===== src/rtl/tlc_top.sv =====
`timescale 1ns/1ps
// -----------------------------------------------------------------------------
// tlc_top
// Single-intersection traffic light controller. A Moore FSM steps through
// RED -> GREEN -> YELLOW -> RED. Each phase lasts a fixed number of timebase
// ticks, and the ticks come from an internal clock prescaler.
//
// Parameters:
//   RED_TICKS    ticks spent in RED    (>= 1)
//   GREEN_TICKS  ticks spent in GREEN  (>= 1)
//   YELLOW_TICKS ticks spent in YELLOW (>= 1)
//   TICK_DIV     clock cycles per tick (>= 1, 1 = tick every clock)
//
// Ports:
//   clk     in   system clock, rising-edge active
//   rst     in   asynchronous active-high reset, forces RED at once
//   red     out  red lamp drive, high while in RED
//   yellow  out  yellow lamp drive, high while in YELLOW
//   green   out  green lamp drive, high while in GREEN
// -----------------------------------------------------------------------------
module tlc_top #(
  parameter int RED_TICKS    = 10,
  parameter int GREEN_TICKS  = 8,
  parameter int YELLOW_TICKS = 3,
  parameter int TICK_DIV     = 1
) (
  input  logic clk,
  input  logic rst,
  output logic red,
  output logic yellow,
  output logic green
);

  // Longest phase sets the phase counter width.
  localparam int MAX_RG    = (RED_TICKS > GREEN_TICKS) ? RED_TICKS : GREEN_TICKS;
  localparam int MAX_TICKS = (MAX_RG > YELLOW_TICKS) ? MAX_RG : YELLOW_TICKS;
  localparam int CNT_W     = (MAX_TICKS > 1) ? $clog2(MAX_TICKS) : 1;
  localparam int PRE_W     = (TICK_DIV > 1) ? $clog2(TICK_DIV) : 1;

  localparam logic [PRE_W-1:0] PRE_LAST    = PRE_W'(TICK_DIV - 1);
  localparam logic [CNT_W-1:0] RED_LAST    = CNT_W'(RED_TICKS - 1);
  localparam logic [CNT_W-1:0] GREEN_LAST  = CNT_W'(GREEN_TICKS - 1);
  localparam logic [CNT_W-1:0] YELLOW_LAST = CNT_W'(YELLOW_TICKS - 1);

  // 2'b11 is unreachable; the next-state logic sends it back to RED.
  typedef enum logic [1:0] {
    S_RED    = 2'b00,
    S_GREEN  = 2'b01,
    S_YELLOW = 2'b10
  } state_e;

  state_e           state_q, state_d;
  logic [CNT_W-1:0] count_q, count_d;
  logic [PRE_W-1:0] pre_q, pre_d;
  logic [CNT_W-1:0] last_cnt;
  logic             tick;
  logic             red_q, yellow_q, green_q;

  // ---------------------------------------------------------------------------
  // Prescaler: free-running 0..TICK_DIV-1. The tick is the terminal count.
  // With TICK_DIV=1 the counter is a constant zero and tick is always high.
  // ---------------------------------------------------------------------------
  always_comb begin
    tick  = (pre_q == PRE_LAST);
    pre_d = tick ? '0 : pre_q + 1'b1;
  end

  // ---------------------------------------------------------------------------
  // Phase sequencing.
  // ---------------------------------------------------------------------------
  always_comb begin
    state_d  = state_q;
    count_d  = count_q;
    last_cnt = RED_LAST;
    case (state_q)
      S_RED: begin
        last_cnt = RED_LAST;
        if (tick) begin
          if (count_q == last_cnt) begin
            state_d = S_GREEN;
            count_d = '0;
          end else begin
            count_d = count_q + 1'b1;
          end
        end
      end
      S_GREEN: begin
        last_cnt = GREEN_LAST;
        if (tick) begin
          if (count_q == last_cnt) begin
            state_d = S_YELLOW;
            count_d = '0;
          end else begin
            count_d = count_q + 1'b1;
          end
        end
      end
      S_YELLOW: begin
        last_cnt = YELLOW_LAST;
        if (tick) begin
          if (count_q == last_cnt) begin
            state_d = S_RED;
            count_d = '0;
          end else begin
            count_d = count_q + 1'b1;
          end
        end
      end
      default: begin
        // Corrupted encoding: recover on the next edge, whether or not a tick
        // is present, and restart the RED phase from the beginning.
        state_d = S_RED;
        count_d = '0;
      end
    endcase
  end

  // ---------------------------------------------------------------------------
  // State, counters and lamp registers. The lamps are a decode of the next
  // state, so they always match state_q one-hot and no lamp glitches. state_d
  // is never the unreachable encoding, so exactly one lamp is high.
  // ---------------------------------------------------------------------------
  always_ff @(posedge clk or posedge rst) begin
    if (rst) begin
      state_q  <= S_RED;
      count_q  <= '0;
      pre_q    <= '0;
      red_q    <= 1'b1;
      yellow_q <= 1'b0;
      green_q  <= 1'b0;
    end else begin
      state_q  <= state_d;
      count_q  <= count_d;
      pre_q    <= pre_d;
      red_q    <= (state_d == S_RED);
      yellow_q <= (state_d == S_YELLOW);
      green_q  <= (state_d == S_GREEN);
    end
  end

  assign red    = red_q;
  assign yellow = yellow_q;
  assign green  = green_q;

endmodule


===== config.mk =====
export PLATFORM = sky130hd
export DESIGN_NAME = tlc_top
export DESIGN_NICKNAME = d
export VERILOG_FILES = /design/src/rtl/tlc_top.sv
export SDC_FILE = /design/constraint.sdc
export NUM_CORES = 1
export LEC_CHECK = 0
export BUFFER_PORTS_ARGS = -buffer_cell sky130_fd_sc_hd__buf_2
export CORE_AREA = 2 2 39 41
export DETAILED_ROUTE_END_ITERATION = 8
export DIE_AREA = 0 0 41 43
export PLACE_DENSITY = 0.55
export SKIP_CTS_REPAIR_TIMING = 1
export SLEW_MARGIN = 20
export SYNTH_ARGS = -nofsm -noshare
export SYNTH_HDL_FRONTEND = slang
export SYNTH_SLANG_ARGS = --single-unit

===== constraint.sdc =====
create_clock -name clk -period 2.35 [get_ports clk]
set_input_delay 0.235 -clock clk [delete_from_list [all_inputs] [get_ports clk]]
set_output_delay 0.235 -clock clk [all_outputs]
set_load 0.005 [all_outputs]

======== Word level (Yosys, flattened, before mapping) ========
Cells that the tools add are included.
W data, S select, Z words.
word-level totals
  output and inout bits ................... 3
  input port bits ......................... 2
  logic and storage cells ................. 36
  ROM bits ................................ 0
  register bits ........................... 10
  memories ................................ 0
  latch bits .............................. 0
  bits in writable memories ............... 0
operators by class
  add/subtract/negate cells ............... 2
  magnitude comparators ................... 0
  reductions and logical operators ........ 3
  multiply operators ...................... 0
  divide/modulo/power cells ............... 0
  shift-type cells ........................ 0
  equality and inequality tests ........... 10
  bitwise gates (word level) .............. 0
  multiplexer cells ....................... 15
operator list
  cell                   number
  $mux W4                6
  $mux W2                6
  $pmux W4 S3            1
  $ne A2 B2 Y1 const B   3
  $pmux W2 S3            1
  $add A4 B1 Y4 const B  1
  $eq A2 B1 Y1 const B   2
  $eq A2 B2 Y1 const B   2
  $eq A4 B2 Y1 const B   1
  $eq A4 B3 Y1 const B   1
  $eq A4 B4 Y1 const B   1
  $logic_not A2 Y1       2
  $reduce_and A3 Y1      1
  $add A1 B1 Y1 const B  1
  $mux W1                1

======== Depth between registers and ports, before layout ========
Gate-level depths: netlist of the first run.
  depth after elaboration ................. 5
  mapped depth ............................ 6
  gate-level depth less buffers ........... 6

======== Worst setup path after synthesis of the first run ========
OpenSTA, ideal clock, no wires.
  path type ............................... register to register
  from .................................... reg count_q[0]
  to ...................................... reg count_q[0]
  setup slack ............................. 0.966 ns
  arrival ................................. 1.259 ns
  required time ........................... 2.225 ns
  setup time .............................. 0.125 ns
  path buffers ............................ 0
  cell stages (with the launch flop) ...... 7
  clock period less this slack ............ 1.384 ns
  cells stage by stage .................... dfrtp_1 inv_1 ha_1 or3b_1 a21oi_1 a41o_2 nor3_1
on the way
  word-level cells in the longest chain between the ends .. 4
  elaborated cells between the ends (all ways) .. 11
  those cells by class .................... 1 x add/sub; 3 x eq/ne; 7 x mux
RTL lines
  item                                   RTL line     source
  from (decl)                            53           logic [CNT_W-1:0] count_q, count_d;
  from (signal assigned)                 133          count_q <= count_d;
  $add A4 B1 Y4 (tied with other cells)  83, 94, 105
  $mux W4 (on tied branches)             101, 79, 90
  $mux W4 (on tied branches)             100, 78, 89
  $pmux W4 S3 *                          75           case (state_q)
  named net count_d[0]                   53
The timed path passes the listed nets; every way through them passes the cells marked *. The select of a mux whose other input is x is not followed.
A chain may end at the register's enable or synchronous reset.

======== Final worst setup path of the first run ========
Same ends and word-level chain as after synthesis.

==> flow_metrics.py, run 1 <==
metrics = {
    "cells_and_area": {
        "final_nets": 62,
        "drive_gt1_share_pct": 19.64,
        "mostFrequentLayoutCells": "dfrtp_1, inv_1, a21oi_1, buf_2",
        "layout-area-overhead-vs-synth_pct": 13.44,
        "final_common_cell": "dfrtp_1",
        "seqCellArea_sq_um": 226.5,
        "multi_input_area_sq_um": 220.2,
        "n_antenna_cell": 0,
        "fillCellCount": 137,
    },
    "logic_synthesis": {
        "yosys_warnings": 0,
        "synth.avg_cell_area_sq_um": 10.09,
        "ys_ff_latch": 9,
        "syn_nets": 53,
        "synth-compound-area-share_pct": 13.95,
        "yosysSeqAreaShare_pct": 46.77,
        "synth_top_family_by_area": "simple AND/OR/NAND/NOR gates",
        "synth-xor-area-share_pct": 3.618,
        "synthSimpleGateAreaFrac_pct": 20.16,
        "synth-adder-area-share_pct": 7.752,
        "syn_area_sq_um": 484.2,
        "yosysUniqueCellTypes": 23,
        "synthCells": 48,
        "muxShareOfSynthArea_pct": 0,
    },
    "floorplanning": {
        "rows": 14,
        "ios": 5,
        "fp.coreArea_sq_um": 1384,
        "start_util_pct": 34.99,
        "fp.dieW_microns": 41,
        "die_y_microns": 43,
        "dieArea_sq_um": 1763,
    },
    "sta": {
        "fin_crit_ns": 1.498,
        "worst_pin_slew_ns": 0.3441,
        "skew_ns": 0.008218,
        "whs_ns": 0.4724,
        "period_share_pct": 63.75,
        "tns_ns": 0,
        "hold_violations": 0,
        "slew_headroom_pct": 76.99,
        "slew_viol_final": 0,
        "setup_violations": 0,
        "rsz0062_at_grt": "no",
        "fmax_ghz": 0.6675,
        "fin_ws_ns": 0.8519,
    },
    "cts": {
        "cts-buffers-inserted": 3,
        "htree_levels": 1,
        "cts.reportedPaths.clkPinSlew_ns": 0.06,
        "clk_latency_ns": 0.26,
        "clockBufferDepth": 2,
        "cts_sinks": 9,
        "cts_tree": "yes",
        "ctsRootBufferMaster": "clkbuf_4",
    },
    "power": {
        "clkPwrFrac_pct": 42.3,
        "p_comb_share_pct": 1.8,
        "p_per_area_nw_per_um2": 504.6,
        "pwr-share-seq_pct": 55.9,
        "swShare_pct": 19.86,
        "power_w": 0.0002772,
        "peakVddDrop_v": 0.0003387,
        "leakagePower_nw": 0.3028,
        "intPower_w": 0.0002221,
        "power_switching_w": 0.00005504,
    },
    "status": {
        "status": "completed",
    },
    "placed_design": {
        "dp_slack_ns": 0.8510,
        "hpwl_microns": 607,
        "port_buffers": 4,
        "routabilityCongestion": 0.7696,
    },
    "critical_path": {
        "worstReg2RegStart": "count_q[0]",
        "worstSetupStartpointType": "flip-flop",
        "arrival_ns": 1.63,
        "critPathRequiredTime_ns": 2.49,
        "r2r_cells": 6,
        "worstSetupPathType": "reg -> reg",
        "crit_path_end_kind": "flip-flop",
        "regToRegSetupSlack_ns": 0.85,
        "cp_max_fo": 5,
        "r2r_end": "count_q[0]",
    },
    "global_routing": {
        "grt_busiest_layer": "met2",
        "grt_use_met1_pct": 14.38,
        "grt.total_usage_pct": 12.40,
        "grtUsageMet2_pct": 17.50,
        "grt_pass1_vias": 324,
        "grt_max_degree": 10,
        "grt_first_pass_wirelength_mm": 1.400,
        "gr-total-overflow": 0,
        "antenna_found_initial": 0,
        "met3_usage_pct": 6.283,
    },
    "routing": {
        "vias_per_cell": 5.181,
        "post_drt_wl_per_cell_microns": 10.88,
        "via_count": 373,
        "drt_iter0_markers": 4,
        "drcViolationCount": 0,
        "finalWirelength_microns": 783,
        "antenna_left": 0,
        "dr.pass1.iters": 4,
    },
    "run": {
        "cap_violations": 0,
    },
    "hold_path": {
        "hold_path_class": "in -> async",
    },
}
-- synthesized netlist by cell type --
cell type | number | area [sq um]
a21oi_1 | 5 | 25.02
nand3b_1 | 1 | 7.510
buf_6 | 1 | 11.26
dfrtp_1 | 8 | 200.2
a41o_2 | 1 | 11.26
inv_1 | 7 | 26.28
dfstp_2 | 1 | 26.28
nor3_1 | 1 | 5.000
and3b_2 | 1 | 10.01
nand4_1 | 1 | 6.260
o221ai_1 | 1 | 8.760
ha_1 | 3 | 37.54
nand2_1 | 3 | 11.26
nor2_1 | 3 | 11.26
nor3_2 | 1 | 10.01
or3b_1 | 1 | 8.760
xnor2_1 | 1 | 8.760
nor4bb_1 | 1 | 10.01
nor2b_1 | 2 | 12.51
o21ai_0 | 1 | 5.000
o32ai_1 | 2 | 17.52
xor2_1 | 1 | 8.760
nand3_1 | 1 | 5.000
-- stage by stage --
step | instances | utilization [%] | area (sq um)
6_report | 72 | 39.69 | 549.3
2_1_floorplan | 48 | - | 484.2
5_1_grt | 72 | 39.69 | 549.3
4_1_cts | 71 | 38.97 | 539.3
3_5_place_dp | 67 | 37.07 | 513.0
3_3_place_gp | 67 | 37.07 | 513.0
-- state kept, by name, summed over array words and instances, names as in the netlist --
signal	count
red	1
count_q	4
green	1
yellow	1
state_q	2
-- cell families after synthesis --
family / count (synthesis)
adder cells (fa/ha/maj): 3
buffers and inverters: 8
AO/OA/AOI/OAI: 10
AND/OR/NAND/NOR: 16
XOR/XNOR: 2
flip-flops: 9
-- critical path: stages, from the launching register on --
cell and delay [ns]:
dfrtp_1 0.43, inv_1 0.08, ha_1 0.16, or3b_1 0.35, a21oi_1 0.16, a41o_2 0.15
nor3_1 0.05
-- how the worst max path moves through the flow --
stage | startpoint | end | slack, ns | cells past startpoint
after floorplan | count_q[0] | count_q[0] | 0.97 | 6
after global placement | count_q[0] | count_q[0] | 0.87 | 6
after detailed placement | count_q[0] | count_q[0] | 0.85 | 6
after CTS | count_q[0] | count_q[0] | 0.84 | 6
after global routing | count_q[0] | count_q[0] | 0.78 | 6
final | count_q[0] | count_q[0] | 0.85 | 6
-- area by class of cell --
| cell class | count | area share, % |
|---|---|---|
| Clock buffer | 4 | 4.784 |
| Inverter | 7 | 4.784 |
| Multi-Input combinational cell | 31 | 40.09 |
| Sequential cell | 9 | 41.23 |
| Tap cell | 16 | 3.645 |
| Timing Repair Buffer | 5 | 5.467 |
-- power by group through the flow --
| stage | clock network (W) | registers [W] | logic (W) |
|---|---|---|---|
| 6_report | 0.000117 | 0.000155 | 0.00000494 |
| 5_1_grt | 0.000133 | 0.000155 | 0.00000605 |
| 4_1_cts | 0.000124 | 0.000155 | 0.00000396 |
| 3_3_place_gp | 0 | 0.000158 | 0.00000392 |
| 3_5_place_dp | 0 | 0.000158 | 0.00000396 |
| 2_1_floorplan | 0 | 0.000158 | 0.00000239 |
-- layer usage --
metal | wire (microns) | up-vias
met5 | 0 | -
met4 | 11 | 0
met3 | 43 | 4
met2 | 390 | 13
met1 | 338 | 172
li1 | - | 184
(Power assumes the default switching activity.)
==> inputs of run 2 (changes only) <==
==> constraint.sdc (replaced) <==
create_clock -name clk -period 1.5 [get_ports clk]
set_input_delay 0.15 -clock clk [delete_from_list [all_inputs] [get_ports clk]]
set_output_delay 0.15 -clock clk [all_outputs]
set_load 0.005 [all_outputs]
==> run 2 against run 1 <==
Core utilization is 4.1 points higher. Worst setup slack worse by 0.83 ns. Clock power is 58% higher. Die area stayed put. Highest routed layer is now met3. Sequential share of layout area is 3.8 points lower. Count of clock-buffer cells in the layout stayed put. Register-to-register slack worse by 0.83 ns. Critical endpoint unchanged. Critical path type unchanged. Via count is 6.7% higher. Clock skew is 0.00087 ns higher. Total power is 57% higher. Sequential power is 57% higher. Hold slack worse by 0.091 ns.
==> flow_metrics.py, run 2 (synthesis gave the netlist of run 1 again) <==
metrics = {
    "critical_path": {
        "r2r_cells": 6,
        "cp_max_fo": 5,
        "crit_path_end_kind": "flip-flop",
        "worstSetupStartpointType": "flip-flop",
        "worstSetupPathType": "reg -> reg",
        "critPathRequiredTime_ns": 1.64,
        "arrival_ns": 1.62,
    },
    "global_routing": {
        "gr-total-overflow": 0,
        "antenna_found_initial": 0,
        "grt.total_usage_pct": 12.87,
        "grt_pass1_vias": 321,
        "grt_max_degree": 10,
        "grt_first_pass_wirelength_mm": 1.462,
    },
    "cells_and_area": {
        "layout-area-overhead-vs-synth_pct": 25.06,
        "top_register": "count_q",
        "n_antenna_cell": 0,
        "fillCellCount": 139,
        "stdcell_count": 78,
        "mostFrequentLayoutCells": "dfrtp_1, inv_1, buf_4, a21oi_1, buf_2",
        "final_common_cell": "dfrtp_1",
        "final_nets": 68,
        "largestRegisters": "count_q: 4 flops, state_q: 2 flops",
        "drive_gt1_share_pct": 32.26,
        "largest_reg_flops": 4,
    },
    "sta": {
        "fmax_ghz": 0.6760,
        "worst_pin_slew_ns": 0.3621,
        "slew_headroom_pct": 75.79,
        "whs_ns": 0.3810,
        "slew_viol_final": 0,
        "tns_ns": 0,
        "skew_ns": 0.009092,
        "period_share_pct": 98.63,
        "setup_violations": 0,
        "fin_crit_ns": 1.479,
        "rsz0062_at_grt": "yes",
        "hold_violations": 0,
    },
    "routing": {
        "vias_per_cell": 5.103,
        "drt_iter0_markers": 15,
        "dr.pass1.iters": 4,
        "antenna_left": 0,
        "post_drt_wl_per_cell_microns": 11.91,
        "drcViolationCount": 0,
        "via_count": 398,
        "finalWirelength_microns": 929,
    },
    "floorplanning": {
        "start_util_pct": 34.99,
        "fp.dieW_microns": 41,
        "dieArea_sq_um": 1763,
        "ios": 5,
        "rows": 14,
        "fp.coreArea_sq_um": 1384,
        "die_y_microns": 43,
    },
    "cts": {
        "htree_levels": 1,
        "cts-buffers-inserted": 3,
        "clockBufferDepth": 2,
        "cts.reportedPaths.clkPinSlew_ns": 0.06,
        "clk_latency_ns": 0.26,
        "cts_sinks": 9,
        "ctsRootBufferMaster": "clkbuf_4",
        "cts_tree": "yes",
    },
    "power": {
        "p_per_area_nw_per_um2": 718.9,
        "power_w": 0.0004354,
        "peakVddDrop_v": 0.0006352,
        "leakagePower_nw": 0.3267,
    },
    "status": {
        "status": "completed",
    },
    "hold_path": {
        "hold_path_class": "in -> async",
    },
    "placed_design": {
        "port_buffers": 4,
        "hpwl_microns": 658.6,
        "placed_cells": 70,
        "routabilityCongestion": 0.7950,
    },
    "run": {
        "cap_violations": 0,
    },
}
## run 2: worst paths after layout
kind	from	slack (ns)	to
max	count_q[0]	0.02	count_q[0]
min	rst	0.38	green
max reg2reg	count_q[0]	0.02	count_q[0]
min reg2reg	state_q[1]	0.55	green
max in group asynchronous	rst	0.82	red
min in group clk	state_q[1]	0.55	green
## run 2: area by class of cell
type	instances	area (sq um)	share of cell area [%]
Timing Repair Buffer	11	75.07	12.40
Tap cell	16	20.02	3.306
Multi-Input combinational cell	31	231.5	38.22
Sequential cell	9	226.5	37.40
Inverter	7	26.28	4.339
Clock buffer	4	26.28	4.339
## run 2: critical path, stage by stage (launching register included)
cell     delay [ns]
dfrtp_1        0.42
inv_1          0.08
ha_2           0.18
or3b_1         0.36
a21oi_2        0.13
a41o_2         0.15
nor3_2         0.05
## run 2: per-layer routing
metal | wire (microns) | vias up | GRT usage (%)
li1 | - | 196 | -
met1 | 400 | 190 | 17.55
met2 | 453 | 12 | 15.63
met3 | 75 | 0 | 9.424
met4 | 0 | 0 | 4.000
met5 | 0 | - | 0
## run 2: power breakdown
group	internal, W	switching [W]	total [W]
sequential	0.000243	0	0.000243
clock	0.000102	0.0000823	0.000185
combinational	0.00000276	0.00000502	0.00000778
## run 2: stage by stage
stage | worst slack (ns) | utilization, % | instance area (sq um)
3_5_place_dp | 0.005821 | 38.70 | 535.5
3_3_place_gp | 0.04169 | 38.70 | 535.5
2_1_floorplan | 0.1163 | - | 484.2
5_1_grt | -0.03565 | 43.76 | 605.6
6_report | 0.02062 | 43.76 | 605.6
4_1_cts | 0.0001819 | 40.60 | 561.8
